$ cat src/rtl/vend_sequencer.sv
// vend_sequencer: vending transaction controller. Accumulates coin credit,
// checks a selection against its price, runs the dispenser req/ack handshake
// and pays out change as 5-jiao pulses spaced CHG_GAP cycles apart.
// Optional feature macro: VEND_AUTO_REFUND_EN (refund after IDLE_TIMEOUT
// quiet cycles while holding credit).
module vend_sequencer #(
   parameter int PRICE0       = 25,
   parameter int PRICE1       = 30,
   parameter int PRICE2       = 15,
   parameter int PRICE3       = 50,
   parameter int MAX_CREDIT   = 95,
   parameter int CHG_GAP      = 50_000_000,
   parameter int IDLE_TIMEOUT = 1_500_000_000
) (
   input  logic       clk,
   input  logic       rst,
   input  logic       coin5,
   input  logic       coin10,
   input  logic       sel_valid,
   input  logic [1:0] sel_id,
   input  logic       cancel,
   input  logic       disp_ack,
   output logic       disp_req,
   output logic [1:0] disp_id,
   output logic       chg_pulse,
   output logic       coin_reject,
   output logic       no_funds,
   output logic       vend_ok,
   output logic [7:0] credit,
   output logic       busy
);

   // Reject nonsensical parameter sets at elaboration.
   if (CHG_GAP < 2 || IDLE_TIMEOUT < 2 || MAX_CREDIT > 255 || (MAX_CREDIT % 5) != 0 ||
       (PRICE0 % 5) != 0 || (PRICE1 % 5) != 0 || (PRICE2 % 5) != 0 || (PRICE3 % 5) != 0 ||
       PRICE0 > MAX_CREDIT || PRICE1 > MAX_CREDIT || PRICE2 > MAX_CREDIT ||
       PRICE3 > MAX_CREDIT) begin : g_param_check
      $error("vend_sequencer: illegal parameter set");
   end

   typedef enum logic [1:0] {S_IDLE, S_CREDIT, S_DISPENSE, S_CHANGE} state_t;

   localparam logic [7:0]  P0       = 8'(PRICE0);
   localparam logic [7:0]  P1       = 8'(PRICE1);
   localparam logic [7:0]  P2       = 8'(PRICE2);
   localparam logic [7:0]  P3       = 8'(PRICE3);
   localparam logic [8:0]  MAX9     = 9'(MAX_CREDIT);
   localparam logic [31:0] CHG_LAST = 32'(CHG_GAP - 1);

   state_t      state, state_nxt;
   logic [7:0]  credit_nxt;
   logic [1:0]  disp_id_nxt;
   logic        disp_req_nxt, chg_nxt, rej_nxt, nf_nxt, ok_nxt, busy_nxt;
   logic [31:0] gap_cnt, gap_nxt;
   logic [7:0]  price;
   logic [8:0]  sum;
   logic        coin_any;

`ifdef VEND_AUTO_REFUND_EN
   localparam logic [31:0] IDLE_LAST = 32'(IDLE_TIMEOUT - 1);
   logic [31:0] idle_cnt, idle_nxt;
`endif

   // Credit after this cycle's coins, one bit wider so overflow is visible.
   assign coin_any = coin5 | coin10;
   assign sum      = {1'b0, credit} + (coin5 ? 9'd5 : 9'd0) + (coin10 ? 9'd10 : 9'd0);

   // Price lookup for the requested product.
   always_comb begin
      price = P0;
      case (sel_id)
         2'd0:    price = P0;
         2'd1:    price = P1;
         2'd2:    price = P2;
         default: price = P3;
      endcase
   end

   // Next-state and next-output decode; pulses default low every cycle.
   always_comb begin
      state_nxt    = state;
      credit_nxt   = credit;
      disp_id_nxt  = disp_id;
      disp_req_nxt = disp_req;
      chg_nxt      = 1'b0;
      rej_nxt      = 1'b0;
      nf_nxt       = 1'b0;
      ok_nxt       = 1'b0;
      gap_nxt      = gap_cnt;
`ifdef VEND_AUTO_REFUND_EN
      idle_nxt     = '0;
`endif
      case (state)
         S_IDLE, S_CREDIT: begin
            // cancel beats selection beats coins; coins lose to either
            if (cancel) begin
               rej_nxt = coin_any;
               if (state == S_CREDIT) begin
                  state_nxt = S_CHANGE;
                  gap_nxt   = '0;
               end
            end else if (sel_valid) begin
               rej_nxt = coin_any;
               if (state == S_CREDIT && credit >= price) begin
                  credit_nxt   = credit - price;
                  disp_id_nxt  = sel_id;
                  disp_req_nxt = 1'b1;
                  state_nxt    = S_DISPENSE;
               end else begin
                  nf_nxt = 1'b1;
               end
            end else if (coin_any) begin
               if (sum <= MAX9) begin
                  credit_nxt = sum[7:0];
                  state_nxt  = S_CREDIT;
               end else begin
                  rej_nxt = 1'b1;
               end
            end
`ifdef VEND_AUTO_REFUND_EN
            else if (state == S_CREDIT) begin
               if (idle_cnt == IDLE_LAST) begin
                  state_nxt = S_CHANGE;
                  gap_nxt   = '0;
               end else begin
                  idle_nxt = idle_cnt + 32'd1;
               end
            end
`endif
         end
         S_DISPENSE: begin
            rej_nxt = coin_any;
            if (disp_ack) begin
               disp_req_nxt = 1'b0;
               ok_nxt       = 1'b1;
               gap_nxt      = '0;
               state_nxt    = (credit != 8'd0) ? S_CHANGE : S_IDLE;
            end
         end
         default: begin // S_CHANGE
            rej_nxt = coin_any;
            if (gap_cnt == CHG_LAST) begin
               chg_nxt    = 1'b1;
               credit_nxt = credit - 8'd5;
               gap_nxt    = '0;
               if (credit == 8'd5) state_nxt = S_IDLE;
            end else begin
               gap_nxt = gap_cnt + 32'd1;
            end
         end
      endcase
      busy_nxt = (state_nxt == S_DISPENSE) || (state_nxt == S_CHANGE);
   end

   // State and registered outputs; reset discards any transaction in flight.
   always_ff @(posedge clk) begin
      if (rst) begin
         state       <= S_IDLE;
         credit      <= '0;
         disp_id     <= '0;
         disp_req    <= 1'b0;
         chg_pulse   <= 1'b0;
         coin_reject <= 1'b0;
         no_funds    <= 1'b0;
         vend_ok     <= 1'b0;
         busy        <= 1'b0;
         gap_cnt     <= '0;
      end else begin
         state       <= state_nxt;
         credit      <= credit_nxt;
         disp_id     <= disp_id_nxt;
         disp_req    <= disp_req_nxt;
         chg_pulse   <= chg_nxt;
         coin_reject <= rej_nxt;
         no_funds    <= nf_nxt;
         vend_ok     <= ok_nxt;
         busy        <= busy_nxt;
         gap_cnt     <= gap_nxt;
      end
   end

`ifdef VEND_AUTO_REFUND_EN
   // Inactivity counter; only advances while holding credit.
   always_ff @(posedge clk) begin
      if (rst) idle_cnt <= '0;
      else     idle_cnt <= idle_nxt;
   end
`endif

endmodule
$ cat config.mk
export PLATFORM = sky130hd
export DESIGN_NAME = vend_sequencer
export DESIGN_NICKNAME = d
export VERILOG_FILES = /design/src/rtl/vend_sequencer.sv
export SDC_FILE = /design/constraint.sdc
export NUM_CORES = 1
export LEC_CHECK = 0
export CORE_MARGIN = 5
export CORE_UTILIZATION = 45
export DETAILED_ROUTE_END_ITERATION = 8
export DONT_BUFFER_PORTS = 1
export GPL_TIMING_DRIVEN = 1
export HOLD_SLACK_MARGIN = 0.12
export PLACE_DENSITY = 0.65
export REMOVE_ABC_BUFFERS = 1
export SYNTH_ARGS = -nofsm -noshare
export SYNTH_HDL_FRONTEND = slang
export SYNTH_SLANG_ARGS = --single-unit
$ cat constraint.sdc
create_clock -name clk -period 8.1 [get_ports clk]
set_input_delay 1.62 -clock clk [delete_from_list [all_inputs] [get_ports clk]]
set_output_delay 1.62 -clock clk [all_outputs]
set_load 0.01 [all_outputs]
==> reports/metrics.yaml <==
timing:
  finalSetupViolCount: 0
  relSlewSlack_pct: 43.0
  fin_crit_sh_pct: 46.3
  rsz0062_at_grt: "no"
  slew_violations: 0
  clock_skew_ns: 0.00981
  fmax_ghz: 0.267
  worst_slew_pin_slew_ns: 0.853
  period_needed_ns: 3.75
  final_hold_viol_count: 0
  fin_setup_tns_ns: 0
  whs_ns: 0.485
yosys:
  synth-simple-area-share_pct: 29.2
  muxShareOfSynthArea_pct: 0.622
  ys_seq_area_share_pct: 31.1
  synthXorXnorAreaFrac_pct: 7.35
  yosys_warnings: 0
  yosys.area.top_type_share_pct: 31.1
  synth_most_common_cell: "nor2_1"
  yosys.area.top_type: "dfxtp_1"
  synth_top_flop_cell: "dfxtp_1"
  ys_types: 60
  synth_edf_count: 0
  synthArstFlopShare_pct: 0
  synth_common_cells: "nor2_1 (63), dfxtp_1 (50), nand2_1 (37)"
  synthAdderAreaFrac_pct: 7.85
  synth_compound_area_share_pct: 20.8
  synth_area_um2: 3220
  yosys-top-cells-area: "dfxtp_1 (31%), nor2_1 (7.3%), ha_1 (6.6%)"
  avgSynthCellArea_um2: 7.83
  synthCells: 411
  synth_top_family_by_area: "simple AND/OR/NAND/NOR gates"
  synth-seq-cells: 50
clocking:
  insertion_delay_ns: 0.30
  tritoncts: "yes"
  post_cts_buffers: 0
  cts_max_level: 2
  path_clk_slew_ns: 0.09
  clock_path_buffers: 2
  root_buffer: "clkbuf_8"
  cts_hold_buf: 0
  cts_repair_resize_count: 0
  cts_sinks: 50
  cts_buffers: 5
detailed_routing:
  via_per_inst: 5.89
  drcViolationCount: 0
  wl_per_cell_um: 15.6
  wirelength_mm: 7.83
  vias: 2949
  drt_pass1_iterations: 5
  ant_nets: 0
  first_iter_violations: 160
pwr:
  swShare_pct: 31.0
  ir_drop_mv: 0.0727
  p_seq_share_pct: 52.0
  power.share.combinational_pct: 19.0
  leakagePower_nw: 1.25
  p_int_w: 0.000362
  p_sw_w: 0.000163
  power.total_w: 0.000526
  power_frac_clock_pct: 29.0
  pwr_density_cell_nw_per_um2: 156
worst_setup_path:
  required_ns: 8.34
  path_class: "in2reg"
  cp-start-kind: "input port"
  end_kind: "register"
  cp-startpoint: "sel_id[0]"
  reg2reg_from: "state[1]"
  worstPathMaxFanout: 7
  arrival_ns: 3.98
floorplanning:
  rows: 30
  io_pins: 25
  die_x_um: 94.6
  die_h_um: 94.6
  die_area_um2: 8950
  design.core.area_um2: 6870
  initial_core_util_pct: 46.9
job:
  cap_viol_max_count: 0
layout:
  fill_cells: 690
  num_antenna_cells: 0
  regArea_um2: 1000
  syn_to_final_growth_pct: 4.94
  drive_gt1_share_pct: 4.69
  stdcell_count: 501
  nets: 432
  multiInputGateArea_um2: 2120
place:
  dp_hpwl_mm: 5.75
  portBuffers: 0
  dp_cells: 493
  gp_congestion: 0.910
global_routing:
  grt_max_degree: 27
  grtUsageTotal_pct: 18.4
  grt.overflow.total: 0
  grt_pass1_vias: 2828
  antenna_found_initial: 0
  grt_pass1_wl_mm: 13.3
hold_path:
  hold_start: "gap_cnt[24]"
  hp-class: "reg2reg"
outcome:
  outcome: "finished, final reports clean"
## cells by family (layout without fill, tap and decap cells)
logic type | count (synthesis) | count (layout)
AOI/OAI and AO/OA | 101 | 101
xor gates and xnor gates | 27 | 27
adders and majority gates | 19 | 19
buffers and inverters | 27 | 21
DFF | 50 | 50
muxes | 2 | 2
and+or+nand+nor | 185 | 185
## cells in the final DEF, fill, tap and decap left out, drive strengths merged, types with 6 or more instances in the layout
cell type | Yosys | layout
nor4 | 9 | 9
xnor2 | 11 | 11
nand4 | 10 | 10
o21ai | 22 | 22
nand3 | 17 | 17
xor2 | 16 | 16
nand2 | 37 | 37
a21oi | 25 | 25
o31ai | 8 | 8
inv | 13 | 13
ha | 17 | 17
dfxtp | 50 | 50
nor2 | 63 | 63
nand2b | 6 | 6
nor3 | 11 | 11
clkbuf | 13 | 7
## through the flow
stage	cell area [µm²]	setup slack [ns]	utilization (%)
6_report	3380	4.35	49.2
5_1_grt	3380	4.13	49.2
4_1_cts	3380	4.39	49.2
3_5_place_dp	3290	4.07	47.9
3_3_place_gp	3290	4.10	47.9
2_1_floorplan	3170	4.32	-
## cell type report
cell class / instances / area share (%)
sequential: 50 / 29.6
clock inverter: 1 / 0.148
inverter: 13 / 1.44
multi-input combinational: 334 / 62.7
tap: 96 / 3.56
clock buffer: 7 / 2.56
## final timing paths
check,endpoint,slack (ns),cells past startpoint
worst max-delay path,credit[4],4.35,11
worst min-delay path,gap_cnt[24],0.48,2
worst max register to register,gap_cnt[21],4.87,7
worst min register to register,gap_cnt[24],0.48,2
## metal layers
layer	GRT usage, %	vias to the layer above	wire length, µm
met2	32.3	90	3670
met4	8.05	0	221
li1	-	1483	-
met5	0	-	0
met1	21.3	1352	3410
met3	4.30	24	530
## registers in the layout, summed over array words and instances (netlist names)
name         count
state            2
coin_reject      1
gap_cnt         32
disp_id          2
disp_req         1
chg_pulse        1
busy             1
vend_ok          1
no_funds         1
credit           8
## power by group through the flow
| stage | combinational (W) | sequential, W | clock, W |
|---|---|---|---|
| 6_report | 0.0000997 | 0.000273 | 0.000153 |
| 5_1_grt | 0.000112 | 0.000275 | 0.000167 |
| 4_1_cts | 0.0000989 | 0.000273 | 0.000158 |
| 3_5_place_dp | 0.0000984 | 0.000279 | 0 |
| 3_3_place_gp | 0.0000983 | 0.000279 | 0 |
| 2_1_floorplan | 0.0000777 | 0.000272 | 0 |
## critical path, stage by stage
cell and delay, ns:
inv_1 0.10, ha_1 0.18, inv_1 0.05, fa_1 0.40, a21o_1 0.19, a22o_1 0.25, o31ai_1 0.34, a211o_1 0.19
and2_0 0.32, o21ai_0 0.17, a21oi_1 0.16
Note: power is estimated with default switching activity, not from simulation.
